[src/rtl/id_ex_stage.sv]
// ID->EX pipeline register: one-cycle latency, load-use bubble insertion, flush/hold.
// Backpressure: stall_in freezes the register; stall_out asks PC and IF/ID to hold.
module id_ex_stage #(
  parameter int XLEN  = 32,
  parameter int CNT_W = 16
) (
  input  logic             clk,
  input  logic             rst,
  input  logic             id_valid,
  input  logic [6:0]       id_opcode,
  input  logic [4:0]       id_rs1,
  input  logic [4:0]       id_rs2,
  input  logic [4:0]       id_rd,
  input  logic [2:0]       id_funct3,
  input  logic             id_funct7b5,
  input  logic [XLEN-1:0]  id_pc,
  input  logic [XLEN-1:0]  id_rs1_val,
  input  logic [XLEN-1:0]  id_rs2_val,
  input  logic [XLEN-1:0]  id_imm,
  input  logic             id_mem_rd,
  input  logic             id_mem_wr,
  input  logic             id_reg_wr,
  input  logic             id_mux_reg_wr,
  input  logic             id_jump,
  input  logic             id_branch,
  input  logic             id_jalr,
  input  logic [1:0]       id_ula_op,
  input  logic [1:0]       id_alu_src1,
  input  logic [1:0]       id_alu_src2,
  input  logic             flush,
  input  logic             stall_in,
  output logic             stall_out,
  output logic             ex_valid,
  output logic [4:0]       ex_rs1,
  output logic [4:0]       ex_rs2,
  output logic [4:0]       ex_rd,
  output logic [2:0]       ex_funct3,
  output logic             ex_funct7b5,
  output logic [XLEN-1:0]  ex_pc,
  output logic [XLEN-1:0]  ex_rs1_val,
  output logic [XLEN-1:0]  ex_rs2_val,
  output logic [XLEN-1:0]  ex_imm,
  output logic             ex_mem_rd,
  output logic             ex_mem_wr,
  output logic             ex_reg_wr,
  output logic             ex_mux_reg_wr,
  output logic             ex_jump,
  output logic             ex_branch,
  output logic             ex_jalr,
  output logic [1:0]       ex_ula_op,
  output logic [1:0]       ex_alu_src1,
  output logic [1:0]       ex_alu_src2,
  output logic [CNT_W-1:0] bubble_cnt
);

  localparam logic [6:0] OP_LUI   = 7'b0110111;
  localparam logic [6:0] OP_AUIPC = 7'b0010111;
  localparam logic [6:0] OP_JAL   = 7'b1101111;
  localparam logic [6:0] OP_R     = 7'b0110011;
  localparam logic [6:0] OP_S     = 7'b0100011;
  localparam logic [6:0] OP_B     = 7'b1100011;

  logic uses_rs1;
  logic uses_rs2;
  logic ld_use;
  logic do_bubble;
  logic do_load;

  always_comb begin
    uses_rs1 = !((id_opcode == OP_LUI) || (id_opcode == OP_AUIPC) || (id_opcode == OP_JAL));
    uses_rs2 = (id_opcode == OP_R) || (id_opcode == OP_S) || (id_opcode == OP_B);
    ld_use   = id_valid && ex_valid && ex_mem_rd && (ex_rd != 5'd0) && !flush &&
               ((uses_rs1 && (id_rs1 == ex_rd)) || (uses_rs2 && (id_rs2 == ex_rd)));
    // flush always wins; stall_in only defers a load-use bubble
    do_bubble = flush || (!stall_in && ld_use);
    do_load   = !flush && !stall_in && !ld_use;
  end

  assign stall_out = ld_use | stall_in;

  always_ff @(posedge clk) begin
    if (rst || do_bubble) begin
      ex_valid      <= 1'b0;
      ex_rs1        <= '0;
      ex_rs2        <= '0;
      ex_rd         <= '0;
      ex_funct3     <= '0;
      ex_funct7b5   <= 1'b0;
      ex_pc         <= '0;
      ex_rs1_val    <= '0;
      ex_rs2_val    <= '0;
      ex_imm        <= '0;
      ex_mem_rd     <= 1'b0;
      ex_mem_wr     <= 1'b0;
      ex_reg_wr     <= 1'b0;
      ex_mux_reg_wr <= 1'b0;
      ex_jump       <= 1'b0;
      ex_branch     <= 1'b0;
      ex_jalr       <= 1'b0;
      ex_ula_op     <= '0;
      ex_alu_src1   <= '0;
      ex_alu_src2   <= '0;
    end else if (do_load) begin
      ex_valid      <= id_valid;
      ex_rs1        <= id_rs1;
      ex_rs2        <= id_rs2;
      ex_rd         <= id_rd;
      ex_funct3     <= id_funct3;
      ex_funct7b5   <= id_funct7b5;
      ex_pc         <= id_pc;
      ex_rs1_val    <= id_rs1_val;
      ex_rs2_val    <= id_rs2_val;
      ex_imm        <= id_imm;
      ex_mem_rd     <= id_mem_rd & id_valid;
      ex_mem_wr     <= id_mem_wr & id_valid;
      // branches, stores and x0 never write the register file
      ex_reg_wr     <= id_reg_wr & id_valid & (id_rd != 5'd0) & !id_branch & !id_mem_wr;
      ex_mux_reg_wr <= id_mux_reg_wr;
      ex_jump       <= id_jump;
      ex_branch     <= id_branch;
      ex_jalr       <= id_jalr;
      ex_ula_op     <= id_ula_op;
      ex_alu_src1   <= id_alu_src1;
      ex_alu_src2   <= id_alu_src2;
    end
  end

  always_ff @(posedge clk) begin
    if (rst) begin
      bubble_cnt <= '0;
    end else if (!stall_in && ld_use && (bubble_cnt != {CNT_W{1'b1}})) begin
      bubble_cnt <= bubble_cnt + CNT_W'(1);
    end
  end

endmodule

[config.mk]
export PLATFORM = sky130hd
export DESIGN_NAME = id_ex_stage
export DESIGN_NICKNAME = d
export VERILOG_FILES = /design/src/rtl/id_ex_stage.sv
export SDC_FILE = /design/constraint.sdc
export NUM_CORES = 1
export LEC_CHECK = 0
export BUFFER_PORTS_ARGS = -buffer_cell sky130_fd_sc_hd__buf_2
export CELL_PAD_IN_SITES_DETAIL_PLACEMENT = 0
export CELL_PAD_IN_SITES_GLOBAL_PLACEMENT = 1
export CORE_ASPECT_RATIO = 0.8
export CORE_MARGIN = 3
export CORE_UTILIZATION = 33
export CTS_BUF_LIST = sky130_fd_sc_hd__clkbuf_2
export DETAILED_ROUTE_END_ITERATION = 7
export PLACE_DENSITY_LB_ADDON = 0.1
export RECOVER_POWER = 100
export SETUP_SLACK_MARGIN = 0.5
export SKIP_LAST_GASP = 1
export SLEW_MARGIN = 20
export SYNTH_ARGS = -nofsm -noshare
export SYNTH_HDL_FRONTEND = slang
export SYNTH_SLANG_ARGS = --single-unit
[constraint.sdc]
create_clock -name clk -period 2.7 [get_ports clk]
set_input_delay 0.135 -clock clk [delete_from_list [all_inputs] [get_ports clk]]
set_output_delay 0.135 -clock clk [all_outputs]
set_load 0.02 [all_outputs]
==> run_results.csv, run 1 <==
group,metric,value,unit
status,status,"completed",
drt,drt.antenna.violating_nets,0,
worst_hold_path,hold_start,"flush",
sta,max_slew_margin,0.670,
clock_network,cts_tree,"built",
grt,grt_pass1_vias,6194,
sta,hold_viol,0,
placement,gp_congestion,0.837,
layout,antenna_cells,0,
worst_hold_path,hp-class,"input port to register",
worst_hold_path,hold_path_depth,4,
drt,drc,0,
layout,fill_cells,1595,
sta,whs,0.0998,ns
grt,grt_max_degree,92,
sta,period_needed,2.40,ns
worst_hold_path,hold_end,"ex_rd[3]$_SDFFE_PP0P_",
synthesis,syn-num-nets,669,
floorplanning,rows,43,
sta,setup_viol,0,
placement,hpwlAfterDp,13800,um
clock_network,cts_max_level,4,
drt,num_vias,6077,
synthesis,syn_area,5890,sq um
worst_setup_path,criticalPathCategory,"register to register",
floorplanning,dieArea,19500,sq um
worst_setup_path,crit_fanout,7,
synthesis,netlist_instances,496,
flow_run,maxCapViolations,0,
layout,utilization,0.565,
synthesis,synthTopCellsByArea,"dfxtp_1, a22o_1, clkbuf_1",
synthesis,postSynthAreaPerCell,11.9,sq um
floorplanning,start_util,0.338,
layout,final_area,9840,sq um
placement,postPlaceCellArea,7840,sq um
synthesis,yosysUniqueCellTypes,37,
synthesis,synthFlopType,"dfxtp_1",
layout,final_nets,1183,
worst_setup_path,worstSetupEndpointType,"register",
synthesis,seq_area_frac_synth,0.602,
floorplanning,design.core.area,17400,sq um
drt,drt_iter0_drc,352,
worst_setup_path,worstPathArrival,3.10,ns
sta,finalCritPeriodShare,0.888,
grt,grt_pass1_wl,32100,um
clock_network,clkSinkCount,177,
sta,setup_tns,0,ns
synthesis,synth_async_sr_flop_share,0,
layout,syn2layout_area_growth,67.2,%
worst_setup_path,rr_worst_depth,10,
clock_network,clockRootBuffer,"clkbuf_2",
floorplanning,die_h,125,um
worst_setup_path,reg2reg_to,"ex_rs2_val[3]$_SDFFE_PP0P_",
sta,drv_slew,0,
sta,rsz0062_at_grt,"yes",
synthesis,yosysTopAreaCellShare,0.602,
sta,fin_skew,0.0385,ns
synthesis,synth_edf_count,0,
sta,worst_pin_slew,0.495,ns
clock_network,cts_buffer_depth,2,
sta,timing.fmax,417,MHz
worst_setup_path,crit_path_start_kind,"register",
floorplanning,pin_count,350,
pwr,powerDensity,485,nW/um^2
floorplanning,dieWidth,155,um
clock_network,clk_pin_slew,0.27,ns
pwr,peakVddDrop,0.000302,V
drt,wirelength,22500,um
worst_setup_path,rrSetupSlack,0.30,ns
grt,grt_usage,0.204,
synthesis,yosysTopAreaCell,"dfxtp_1",
drt,routedWlPerCell,18.0,um
clock_network,clk_latency,0.73,ns
drt,viasPerCell,4.88,
synthesis,synth-seq-cells,177,
worst_setup_path,cp.required,3.40,ns
grt,grt_remaining_overflow,0,
pwr,p_leak,4.11,nW
drt,firstDrtPassIters,4,
worst_setup_path,r2r_start,"ex_rd[1]$_SDFFE_PP0P_",
layout,drive_gt1_frac,0.236,
grt,antenna_found_initial,0,
placement,io_buffers,349,
clock_network,cts-buffers-inserted,17,
synthesis,ys_warn_count,0,
## area by class of cell
class                   instances  area (sq um)  share of cell area
clock buffers                  17          85.1             0.00864
clock inverters                13           129              0.0131
inverters                       1          3.75            0.000381
multi-input cells             279          2220               0.226
flip-flops and latches        177          3540               0.360
well taps                     225           282              0.0286
repair buffers                534          3580               0.363
## critical path, cell delays in order (launching register included)
cell and delay [ns]:
dfxtp_1 0.55, xnor2_1 0.12, and4_1 0.21, nand4_1 0.14, nand2_2 0.07, clkbuf_1 0.12, a2111oi_4 0.36, buf_6 0.24
buf_12 0.16, clkbuf_2 0.23, a22o_1 0.17
## flip-flops by register name (all words and copies together) (netlist names), 2 cells and up
register	count
ex_ula_op	2
ex_alu_src1	2
ex_rs1	5
ex_pc	32
ex_alu_src2	2
ex_rs1_val	32
ex_funct3	3
ex_imm	32
bubble_cnt	16
ex_rd	5
ex_rs2_val	32
ex_rs2	5
## per-layer routing
metal  part of all wire  up-vias  track usage
li1                   -     2928            -
met5                  0        -            0
met3              0.071       45       0.0664
met1               0.42     2867        0.231
met4              0.027        0       0.0767
met2               0.49      237        0.358
## power by group
part	leakage, nW	switching (mW)	total, mW	internal [mW]
Sequential	1.44	0.0459	2.75	2.70
Combinational	2.55	0.339	0.720	0.381
Clock	0.122	0.963	1.30	0.340
Total	4.11	1.35	4.77	3.42
## per-stage QoR
step / power [mW] / setup slack, ns / instances
floorplan: 3.02 / 0.590 / 496
global route: 4.97 / 0.149 / 1246
detailed placement: 3.28 / 0.481 / 1035
finish: 4.77 / 0.302 / 1246
CTS: 4.79 / 0.364 / 1231
global placement: 3.27 / 0.546 / 1035
## cells by family after synthesis
group,Yosys count,share of synthesized area
buffers and inverters,40,0.0283
AND/OR/NAND/NOR,74,0.0695
XOR/XNOR,10,0.0149
flip-flops,177,0.602
multiplexers,7,0.0132
adder cells (fa/ha/maj),1,0.00213
AO/OA/AOI/OAI,187,0.270
## placed cells by master (no fill, tap or decap), types with 5 or more instances in the layout
cell           instances
a21oi_1                9
a22o_1               158
and3_1                 5
buf_12                 6
buf_2                176
clkbuf_1             176
clkbuf_16              7
clkbuf_2              18
dfxtp_1              177
dlygate4sd3_1        162
mux2_2                 5
nand2_1               12
nand3_1                5
nand4_1                6
nor2_1                10
nor2b_1                8
o21ai_0                8
or3_1                  8
## cells in the mapped netlist (8+ instances only)
master    number
nor2b_1        8
nand2_1       13
a21oi_1       10
buf_2         10
nor2_1        10
a22o_1       158
o21ai_0        8
clkbuf_1      28
or3_1          8
dfxtp_1      177
## worst max path at each step
stage | from | endpoint | slack (ns) | depth (start not counted)
after floorplan | ex_rd[0]$_SDFFE_PP0P_ | bubble_cnt[13]$_SDFFE_PP0P_ | 0.59 | 6
after global placement | ex_rd[0]$_SDFFE_PP0P_ | ex_reg_wr$_SDFFE_PP0P_ | 0.55 | 5
after detailed placement | ex_rd[0]$_SDFFE_PP0P_ | bubble_cnt[13]$_SDFFE_PP0P_ | 0.48 | 6
after CTS | ex_rd[0]$_SDFFE_PP0P_ | stall_out | 0.36 | 6
after global routing | ex_rd[1]$_SDFFE_PP0P_ | stall_out | 0.15 | 6
final | ex_rd[1]$_SDFFE_PP0P_ | ex_rs2_val[3]$_SDFFE_PP0P_ | 0.30 | 10
## timing repair
action                                  in CTS  in global routing
pin swaps                                    4                  4
cloned                                       1                 11
hold buffers                               162                  0
gates resized for setup                     10                 25
endpoints found under the hold margin      177                  0
setup buffers                                3                  4
endpoints found under the setup margin      91                175
Note: power is estimated with default switching activity, not from simulation.
==> inputs of run 2 (changes only) <==
--- a/config.mk
+++ b/config.mk
@@ -13,7 +13,8 @@
 export CORE_UTILIZATION = 33
 export CTS_BUF_LIST = sky130_fd_sc_hd__clkbuf_2
 export DETAILED_ROUTE_END_ITERATION = 7
-export PLACE_DENSITY_LB_ADDON = 0.1
+export HOLD_SLACK_MARGIN = 0.12
+export PLACE_DENSITY_LB_ADDON = 0.08
 export RECOVER_POWER = 100
 export SETUP_SLACK_MARGIN = 0.5
 export SKIP_LAST_GASP = 1
==> run 2 against run 1 <==
Synthesized area unchanged. The flow now stops in 4_1_cts. Synthesized cell count stayed put.
==> run_results.csv, run 2 <==
group,metric,value,unit
synthesis,synth_edf_count,0,
clock_network,clockRootBuffer,"clkbuf_2",
synthesis,yosysUniqueCellTypes,37,
synthesis,synth.most_common_cell,"dfxtp_1",
clock_network,cts-buffers-inserted,17,
synthesis,syn-num-nets,669,
clock_network,cts_max_level,4,
synthesis,seq_area_frac_synth,0.602,
synthesis,synthFlopType,"dfxtp_1",
floorplanning,rows,43,
synthesis,yosys-top-cells-count,"dfxtp_1, a22o_1, clkbuf_1",
synthesis,yosysTopAreaCell,"dfxtp_1",
clock_network,postCtsHoldBufs,215,
synthesis,netlist_instances,496,
clock_network,clkSinkCount,177,
floorplanning,start_util,0.338,
synthesis,postSynthAreaPerCell,11.9,sq um
clock_network,cts_buffer_depth,2,
floorplanning,die_h,125,um
clock_network,cts_setup_buffers,4,
placement,io_buffers,349,
floorplanning,pin_count,350,
floorplanning,dieWidth,155,um
placement,hpwlAfterDp,13800,um
status,lastStage,"4_1_cts",
synthesis,syn_area,5890,sq um
status,status,"aborted with a tool error",
placement,gp_congestion,0.808,
clock_network,ctsResizeCount,14,
status,stop_error,"[ERROR RSZ-0060] Max buffer count reached.",
synthesis,synthTopCellsByArea,"dfxtp_1, a22o_1, clkbuf_1",
synthesis,yosysTopAreaCellShare,0.602,
synthesis,synth-seq-cells,177,
synthesis,ys_warn_count,0,
synthesis,synth_async_sr_flop_share,0,
==> run 2: cell counts after synthesis <==
Identical to the previous run, type by type.
==> run 2: kinds of logic after synthesis <==
family | synth area share
buf+inv | 0.0283
simple gates | 0.0695
fa+ha+maj | 0.00213
compound gates | 0.270
xor+xnor | 0.0149
flops | 0.602
mux | 0.0132
==> run 2: stage by stage <==
stage	std cells	cell area, sq um	util	hold slack, ns	worst slack [ns]
3_5_place_dp	1034	7820	0.448	0.348	0.513
2_1_floorplan	496	5890	-	0.261	0.590
3_3_place_gp	1034	7820	0.448	0.345	0.558
==> inputs of run 3 (changes only) <==
==> config.mk (replaced) <==
export PLATFORM = sky130hd
export DESIGN_NAME = id_ex_stage
export DESIGN_NICKNAME = d
export VERILOG_FILES = /design/src/rtl/id_ex_stage.sv
export SDC_FILE = /design/constraint.sdc
export NUM_CORES = 1
export LEC_CHECK = 0
export BUFFER_PORTS_ARGS = -buffer_cell sky130_fd_sc_hd__buf_2
export CORE_MARGIN = 3
export CORE_UTILIZATION = 30
export DETAILED_ROUTE_END_ITERATION = 7
export PLACE_DENSITY_LB_ADDON = 0.15
export RECOVER_POWER = 100
export SKIP_LAST_GASP = 1
export SLEW_MARGIN = 20
export SYNTH_ARGS = -nofsm -noshare
export SYNTH_HDL_FRONTEND = slang
export SYNTH_SLANG_ARGS = --single-unit
==> run 3 against run 2 <==
The flow now finishes without violations.
==> run_results.csv, run 3 (synthesis results as in run 1) <==
group,metric,value,unit
drt,routedWlPerCell,16.8,um
worst_setup_path,cp_cell_sequence,"xnor2_1 > and4_1 > nand4_1 > nand2_1 > a2111oi_4 > clkbuf_4 > a32o_1",
clock_network,ctsResizeCount,0,
worst_setup_path,worstSetupEndpointType,"register",
sta,timing.fmax,416,MHz
pwr,peakVddDrop,0.000445,V
floorplanning,pin_count,350,
status,status,"completed",
layout,final_common_cell,"clkbuf_1",
sta,fin_skew,0.0114,ns
flow_run,maxCapViolations,0,
layout,syn2layout_area_growth,67.7,%
worst_setup_path,criticalPathCategory,"register to register",
drt,drc,0,
grt,grt_max_degree,113,
pwr,p_leak,4.11,nW
worst_setup_path,crit_fanout,49,
floorplanning,dieArea,21300,sq um
pwr,p_total,6.07,mW
floorplanning,rows,50,
placement,gp_congestion,0.785,
drt,firstDrtPassIters,5,
sta,setup_tns,0,ns
clock_network,clkSinkCount,177,
floorplanning,start_util,0.309,
worst_setup_path,cp.required,3.05,ns
worst_setup_path,max_stage_delay,0.59,ns
worst_setup_path,worstPathArrival,2.76,ns
worst_setup_path,critPathTopFamily,"compound AO/OA/AOI/OAI gates",
drt,viasPerCell,4.79,
clock_network,cts_setup_buffers,0,
drt,num_vias,6041,
floorplanning,die_h,146,um
sta,period_needed,2.41,ns
grt,grt_pass1_wl,33200,um
grt,grt_remaining_overflow,0,
sta,max_slew_margin,0.604,
sta,layout_setup_ws,0.293,ns
sta,setup_viol,0,
clock_network,cts_buffer_depth,2,
clock_network,clk_latency,0.41,ns
worst_hold_path,hp-class,"input port to register",
placement,place_ws,0.408,ns
layout,drive_gt1_frac,0.214,
grt,grt_usage,0.190,
drt,drt_iter0_drc,272,
sta,worst_pin_slew,0.594,ns
sta,finalCritPeriodShare,0.891,
layout,antenna_cells,0,
floorplanning,design.core.area,19000,sq um
drt,wirelength,21200,um
sta,drv_slew,0,
sta,hold_viol,0,
worst_setup_path,crit_path_start_kind,"register",
grt,antenna_found_initial,0,
layout,utilization,0.519,
clock_network,clockRootBuffer,"clkbuf_16",
pwr,powerDensity,615,nW/um^2
sta,rsz0062_at_grt,"no",
drt,drt.antenna.violating_nets,0,
layout,mostFrequentLayoutCells,"clkbuf_1, dfxtp_1, buf_2, dlygate4sd3_1, a22o_1",
clock_network,cts-buffers-inserted,17,
placement,io_buffers,349,
floorplanning,dieWidth,146,um
clock_network,cts_tree,"built",
layout,final_nets,1161,
worst_setup_path,cpMaxStageDelayCell,"clkbuf_4",
clock_network,cts_max_level,4,
clock_network,clk_pin_slew,0.07,ns
worst_setup_path,crit_buf_inv,1,
placement,hpwlAfterDp,13800,um
grt,grt_pass1_vias,6224,
[run 3: final timing paths]
kind                            end                    from  slack [ns]  depth (start not counted)
max          ex_reg_wr$_SDFFE_PP0P_   ex_rd[3]$_SDFFE_PP0P_        0.29                          7
max reg2reg  ex_reg_wr$_SDFFE_PP0P_   ex_rd[3]$_SDFFE_PP0P_        0.29                          7
min           ex_valid$_SDFFE_PP0P_                id_valid        0.02                          2
min reg2reg  ex_reg_wr$_SDFFE_PP0P_  ex_reg_wr$_SDFFE_PP0P_        0.47                          1
[run 3: final cells by class]
cell class	instances	area, sq um
timing repair buffer	512	3170
fill	1810	9150
clock inverter	12	194
tap	260	325
sequential	177	3540
inverter	1	3.75
multi-input combinational	279	2180
clock buffer	19	453
[run 3: routing by layer]
metal / vias to the layer above / wire length (um) / global-route usage
li1: 2885 / - / -
met1: 2854 / 8350 / 0.216
met2: 268 / 10800 / 0.339
met3: 34 / 1460 / 0.0627
met4: 0 / 512 / 0.0569
met5: - / 0 / 0
[run 3: worst reg2reg max path, delay by kind of cell, from the launching register on]
family | cells | cell delay [ns]
flops | 1 | 0.44
simple gates | 3 | 0.52
xor+xnor | 1 | 0.13
buf+inv | 1 | 0.59
compound gates | 2 | 0.67
[run 3: power breakdown]
group	internal (mW)	leakage, nW	switching [mW]
clock network	1.62	0.314	1.06
registers	2.69	1.44	0.0466
logic	0.338	2.35	0.320
[run 3: per-stage QoR]
| stage | cells | hold slack [ns] | area (sq um) |
|---|---|---|---|
| after detailed placement | 1070 | 0.346 | 7870 |
| final | 1260 | 0.0246 | 9870 |
| after global placement | 1070 | 0.345 | 7870 |
| after global routing | 1260 | 0.0284 | 9870 |
| after CTS | 1260 | 0.000209 | 10100 |
| after floorplan | 496 | 0.261 | 5890 |
[run 3: repair_timing]
action | in CTS | in global routing
setup endpoints to repair | 0 | 0
hold endpoints to repair | 159 | 0
hold buffers | 159 | 0
